File: src/rtl/sprite_loader.sv
`default_nettype none
// ============================================================================
// sprite_loader - UART byte stream to 64x64 sprite RAM writer (Rev 1.0)
// Optional trailing XOR checksum byte: define SPRITE_LOADER_CHECKSUM_EN
// ============================================================================
module sprite_loader #(
    parameter logic [7:0] SYNC_BYTE      = 8'hA5,
    parameter int         PIXELS         = 4096,
    parameter int         TIMEOUT_CYCLES = 600000
) (
    input  logic        clk60MHz,
    input  logic        rst,
    input  logic [7:0]  rx_data,
    input  logic        rx_valid,
    output logic        rx_ready,
    input  logic        wr_grant,
    output logic        wr_en,
    output logic [11:0] wr_addr,
    output logic [11:0] wr_data,
    output logic        busy,
    output logic        done,
    output logic        err
);

    localparam int                IDLE_W     = $clog2(TIMEOUT_CYCLES + 1);
    localparam logic [IDLE_W-1:0] IDLE_LIMIT = IDLE_W'(TIMEOUT_CYCLES - 1);
    localparam logic [11:0]       LAST_PIX   = 12'(PIXELS - 1);

    localparam logic [2:0] S_IDLE = 3'd0;
    localparam logic [2:0] S_HI   = 3'd1;
    localparam logic [2:0] S_LO   = 3'd2;
    localparam logic [2:0] S_WR   = 3'd3;
    localparam logic [2:0] S_END  = 3'd4;
`ifdef SPRITE_LOADER_CHECKSUM_EN
    localparam logic [2:0] S_CHK        = 3'd5;
    localparam logic [2:0] S_AFTER_LAST = S_CHK;
`else
    localparam logic [2:0] S_AFTER_LAST = S_END;
`endif

    logic [2:0]        state_q, state_d;
    logic [11:0]       pix_q, pix_d;
    logic [3:0]        rnib_q, rnib_d;
    logic              wr_en_q, wr_en_d;
    logic [11:0]       wr_addr_q, wr_addr_d;
    logic [11:0]       wr_data_q, wr_data_d;
    logic              busy_q, busy_d;
    logic              done_q, done_d;
    logic              err_q, err_d;
    logic [IDLE_W-1:0] idle_q, idle_d;
`ifdef SPRITE_LOADER_CHECKSUM_EN
    logic [7:0]        xor_q, xor_d;
`endif

    logic w_accept;
    logic w_wr_done;
    logic w_counting;
    logic w_timeout;

    // rx_ready depends only on registered state, never on wr_grant
    assign w_accept  = rx_valid && !wr_en_q;
    assign w_wr_done = wr_en_q && wr_grant;

    always_comb begin
        w_counting = (state_q == S_HI) || (state_q == S_LO) || (state_q == S_WR);
`ifdef SPRITE_LOADER_CHECKSUM_EN
        if (state_q == S_CHK) w_counting = 1'b1;
`endif
    end

    // Activity in the same cycle (byte or completed write) beats the timeout
    assign w_timeout = w_counting && (idle_q == IDLE_LIMIT) && !w_accept && !w_wr_done;

    always_ff @(posedge clk60MHz) begin
        if (rst) begin
            state_q   <= S_IDLE;
            pix_q     <= 12'd0;
            rnib_q    <= 4'd0;
            wr_en_q   <= 1'b0;
            wr_addr_q <= 12'd0;
            wr_data_q <= 12'd0;
            busy_q    <= 1'b0;
            done_q    <= 1'b0;
            err_q     <= 1'b0;
            idle_q    <= '0;
`ifdef SPRITE_LOADER_CHECKSUM_EN
            xor_q     <= 8'd0;
`endif
        end else begin
            state_q   <= state_d;
            pix_q     <= pix_d;
            rnib_q    <= rnib_d;
            wr_en_q   <= wr_en_d;
            wr_addr_q <= wr_addr_d;
            wr_data_q <= wr_data_d;
            busy_q    <= busy_d;
            done_q    <= done_d;
            err_q     <= err_d;
            idle_q    <= idle_d;
`ifdef SPRITE_LOADER_CHECKSUM_EN
            xor_q     <= xor_d;
`endif
        end
    end

    always_comb begin
        state_d = state_q;
        if (w_timeout) begin
            state_d = S_IDLE;
        end else begin
            case (state_q)
                S_IDLE:  if (w_accept && (rx_data == SYNC_BYTE)) state_d = S_HI;
                S_HI:    if (w_accept) state_d = S_LO;
                S_LO:    if (w_accept) state_d = S_WR;
                S_WR:    if (w_wr_done) state_d = (pix_q == LAST_PIX) ? S_AFTER_LAST : S_HI;
`ifdef SPRITE_LOADER_CHECKSUM_EN
                S_CHK:   if (w_accept) state_d = (rx_data == xor_q) ? S_END : S_IDLE;
`endif
                S_END:   state_d = S_IDLE;
                default: state_d = S_IDLE;
            endcase
        end
    end

    always_comb begin
        pix_d     = pix_q;
        rnib_d    = rnib_q;
        wr_en_d   = wr_en_q;
        wr_addr_d = wr_addr_q;
        wr_data_d = wr_data_q;
        busy_d    = busy_q;
        err_d     = err_q;
        done_d    = 1'b0;
        idle_d    = w_counting ? (idle_q + IDLE_W'(1)) : '0;
`ifdef SPRITE_LOADER_CHECKSUM_EN
        xor_d     = xor_q;
`endif
        if (w_timeout) begin
            // Pending pixel is dropped; no completion pulse
            err_d   = 1'b1;
            busy_d  = 1'b0;
            wr_en_d = 1'b0;
            idle_d  = '0;
        end else begin
            if (w_accept || w_wr_done) idle_d = '0;
            case (state_q)
                S_IDLE: begin
                    if (w_accept && (rx_data == SYNC_BYTE)) begin
                        pix_d  = 12'd0;
                        err_d  = 1'b0;
                        busy_d = 1'b1;
`ifdef SPRITE_LOADER_CHECKSUM_EN
                        xor_d  = 8'd0;
`endif
                    end
                end
                S_HI: begin
                    if (w_accept) begin
                        rnib_d = rx_data[3:0];
`ifdef SPRITE_LOADER_CHECKSUM_EN
                        xor_d  = xor_q ^ rx_data;
`endif
                    end
                end
                S_LO: begin
                    if (w_accept) begin
                        wr_data_d = {rnib_q, rx_data};
                        wr_addr_d = pix_q;
                        wr_en_d   = 1'b1;
`ifdef SPRITE_LOADER_CHECKSUM_EN
                        xor_d     = xor_q ^ rx_data;
`endif
                    end
                end
                S_WR: begin
                    if (w_wr_done) begin
                        wr_en_d = 1'b0;
                        if (pix_q != LAST_PIX) pix_d = pix_q + 12'd1;
                    end
                end
`ifdef SPRITE_LOADER_CHECKSUM_EN
                S_CHK: begin
                    if (w_accept && (rx_data != xor_q)) begin
                        err_d  = 1'b1;
                        busy_d = 1'b0;
                    end
                end
`endif
                S_END: begin
                    done_d = 1'b1;
                    busy_d = 1'b0;
                end
                default: ;
            endcase
        end
    end

    assign rx_ready = !wr_en_q;
    assign wr_en    = wr_en_q;
    assign wr_addr  = wr_addr_q;
    assign wr_data  = wr_data_q;
    assign busy     = busy_q;
    assign done     = done_q;
    assign err      = err_q;

endmodule
`default_nettype wire

File: config.mk
export PLATFORM = sky130hd
export DESIGN_NAME = sprite_loader
export DESIGN_NICKNAME = d
export VERILOG_FILES = /design/src/rtl/sprite_loader.sv
export SDC_FILE = /design/constraint.sdc
export NUM_CORES = 1
export LEC_CHECK = 0
export CAP_MARGIN = 20
export CORE_UTILIZATION = 34
export DETAILED_ROUTE_END_ITERATION = 7
export PLACE_DENSITY = 0.61
export SYNTH_ARGS = -nofsm -noshare
export SYNTH_HDL_FRONTEND = slang
export SYNTH_SLANG_ARGS = --single-unit
File: constraint.sdc
create_clock -name clk60MHz -period 3.4 [get_ports clk60MHz]
set_input_delay 1.02 -clock clk60MHz [delete_from_list [all_inputs] [get_ports clk60MHz]]
set_output_delay 1.02 -clock clk60MHz [all_outputs]
set_load 0.01 [all_outputs]
==> impl_metrics.ini <==
[outcome]
status = finished clean

[routing]
ant_nets = 0
drt_wl_total_mm = 5.967
num_vias = 2314
drtIter0Drc = 96
first_pass_iters = 4
drcViolationCount = 0
wl_per_cell_um = 12.67
routed_via_density = 4.913

[timing]
period_share_pct = 89.49
maxSlewHeadroom_pct = 51.86
hold_slack_ns = 0.4740
clock_skew_ns = 0.01077
grt_setup_unrepaired = false
fmax_mhz = 328.7
hold_viol = 0
tightest_slew_ns = 0.7155
slew_viol_final = 0
setup_viol = 0
setup_tns_ns = 0
layout_min_cycle_time_ns = 3.043

[floorplanning]
die-width_um = 93.40
die_area_um2 = 8724
start_util_pct = 36.01
fp.dieH_um = 93.40
pin_count = 41
core_area_um2 = 7888
std_cell_rows = 32

[logic_synthesis]
synthCells = 312
synth_top_cell_area_share_pct = 47.22
syn-num-nets = 326
synth_top_area_cell = dfxtp_1
avgSynthCellArea_um2 = 9.103
ys_warn_count = 0
syn_area_um2 = 2840
synth_area_leaders = dfxtp_1 47%, mux2i_1 9.9%, nor2_1 9.0%, xnor2_1 4.6%, nand2_1 2.6%
ys_seq_elements = 67
ys_seq_area_share_pct = 47.22
ys_types = 40

[place]
gp_congestion = 0.8068
hpwl_mm = 4.220
io_buffers = 40

[global_route]
antenna_found_initial = 0
grt_max_degree = 32
grt-ovfl-total = 0
grt_first_pass_wirelength_mm = 10.29
first_global_vias = 2152
track_usage_pct = 15.20

[worst_setup_path]
path_cells = clkdlybuf4s50_1 -> or4b_1 -> or4b_4 -> a21boi_4 -> or4_1 -> a21oi_1
critPathTopFamily = simple AND/OR/NAND/NOR gates
startpoint_type = input port
timing.rr.start = state_q[1]
path_depth = 6
reg2regPathDepth = 5
endpoint = pix_q[10]
cpPeakStageDelay_ns = 0.59
crit_start = rx_data[1]
critPathRequiredTime_ns = 3.67
r2r_setup_slack_ns = 1.26
worstPathArrival_ns = 3.32
rr_endpoint = pix_q[10]
critPathSlowestCell = or4b_1
path_class = input port to flip-flop
critPathMaxFanout = 5
critPathBufInv = 1
endpoint_kind = flip-flop

[final_layout]
drive_above_1_share_pct = 10.03
layout_commonest_cell = nor2_1
antennaDiodeCount = 0
nets = 379
area_growth_pct = 27.71
layout_common_cells = 68 x nor2_1, 67 x dfxtp_1, 40 x clkdlybuf4s50_1

[clock_tree]
post_cts_resize_count = 0
cts_setup_buffers = 0
cts_tree = yes
clkSlewWorstSetupHoldPaths_ns = 0.07
htreeDepth = 3
cts_sinks = 67
cts_buffer_depth = 2
clk_latency_ns = 0.34
hold_buffers = 0
cts_root_buffer = clkbuf_8
cts_made_buffers = 9

[pwr]
p_leak_nw = 1.202
pwr-share-seq_pct = 48.2
pwr-share-comb_pct = 14.7
clockPowerShare_pct = 37.1
swShare_pct = 25.38
power_density_nw_per_um2 = 486.5
ir_drop_v = 0.0002098
p_sw_mw = 0.4478
internal_power_mw = 1.317

[min_path]
hp-class = flip-flop to flip-flop

[job]
cap_violations = 0
==> synth_stat cells <==
cell type	number
a211o_1	1
a211oi_1	1
a21boi_4	1
a21o_1	1
a21oi_1	8
a221oi_1	1
a22oi_1	1
a31o_2	2
and3_1	7
buf_2	5
clkbuf_1	5
dfxtp_1	67
ha_1	2
inv_1	10
mux2_2	1
mux2i_1	28
nand2_1	20
nand3_1	8
nand4_1	7
nand4b_1	3
nor2_1	68
nor3_1	10
nor3_2	1
nor3b_1	2
nor4_1	7
nor4_2	1
nor4b_1	3
o21ai_0	1
o21ai_1	1
o21ba_2	2
o31a_1	1
o31ai_1	2
or2_2	3
or3_1	1
or3b_1	1
or4_1	4
or4b_1	1
or4b_4	1
xnor2_1	15
xor2_1	8
==> flip-flops by register name (all words and copies together) (netlist names), 3 cells and up <==
| register | cells |
|---|---|
| idle_q | 20 |
| pix_q | 12 |
| wr_addr | 12 |
| wr_data | 12 |
| rnib_q | 4 |
| state_q | 3 |
==> per-stage QoR <==
step           utilization (%)  std cells  power [mW]  area, um2  setup slack [ns]
3_5_place_dp             43.53        456       1.130       3433           0.02590
5_1_grt                  45.99        471       1.857       3627            0.2797
3_3_place_gp             43.53        456       1.127       3433           0.04636
4_1_cts                  45.99        471       1.790       3627            0.3793
6_report                 45.99        471       1.765       3627            0.3575
2_1_floorplan                -        312       1.028       2840            0.4727
==> worst min-delay path by stage <==
stage | from | end | slack, ns | depth (start not counted)
2_1_floorplan | idle_q[0] | idle_q[0] | 0.43 | 1
3_3_place_gp | idle_q[0] | idle_q[0] | 0.45 | 1
3_5_place_dp | idle_q[0] | idle_q[0] | 0.46 | 1
4_1_cts | idle_q[0] | idle_q[0] | 0.48 | 1
5_1_grt | err | err | 0.50 | 2
6_report | idle_q[0] | idle_q[0] | 0.47 | 1
==> layout make-up <==
class	instances	area [um2]
Multi-Input combinational cell	225	1424
Timing Repair Buffer	52	503.0
Fill cell	763	4260
Sequential cell	67	1341
Tap cell	102	127.6
Clock inverter	2	35.03
Inverter	10	37.54
Clock buffer	13	158.9
==> power groups by stage <==
stage                     Clock, mW  Sequential, mW  Combinational, mW
after global routing          0.715           0.856              0.286
final                         0.655           0.851              0.259
after CTS                     0.676           0.850              0.264
after floorplan                   0           0.859              0.170
after detailed placement          0           0.867              0.263
after global placement            0           0.868              0.259
==> cell families (layout without fill, tap and decap cells) <==
family	Yosys count	in the layout	share of synthesized area, %
adder cells (fa/ha/maj)	2	2	0.8809
multiplexers	29	29	10.26
XOR/XNOR	23	23	7.093
buffers and inverters	20	77	2.864
AND/OR/NAND/NOR	148	148	25.68
flip-flops	67	67	47.22
AO/OA/AOI/OAI	23	23	5.991
==> layer usage <==
metal  up-vias  part of all wire (%)  global-route usage (%)  routed length [um]
met5         -                     0                       0                   0
met4         0                   2.3                   8.205                 139
met2        40                    43                   22.12                2570
met3        11                   4.5                   4.146                 270
li1       1188                     -                       -                   -
met1      1075                    50                   20.26                2986
Note: power is estimated with default switching activity, not from simulation.
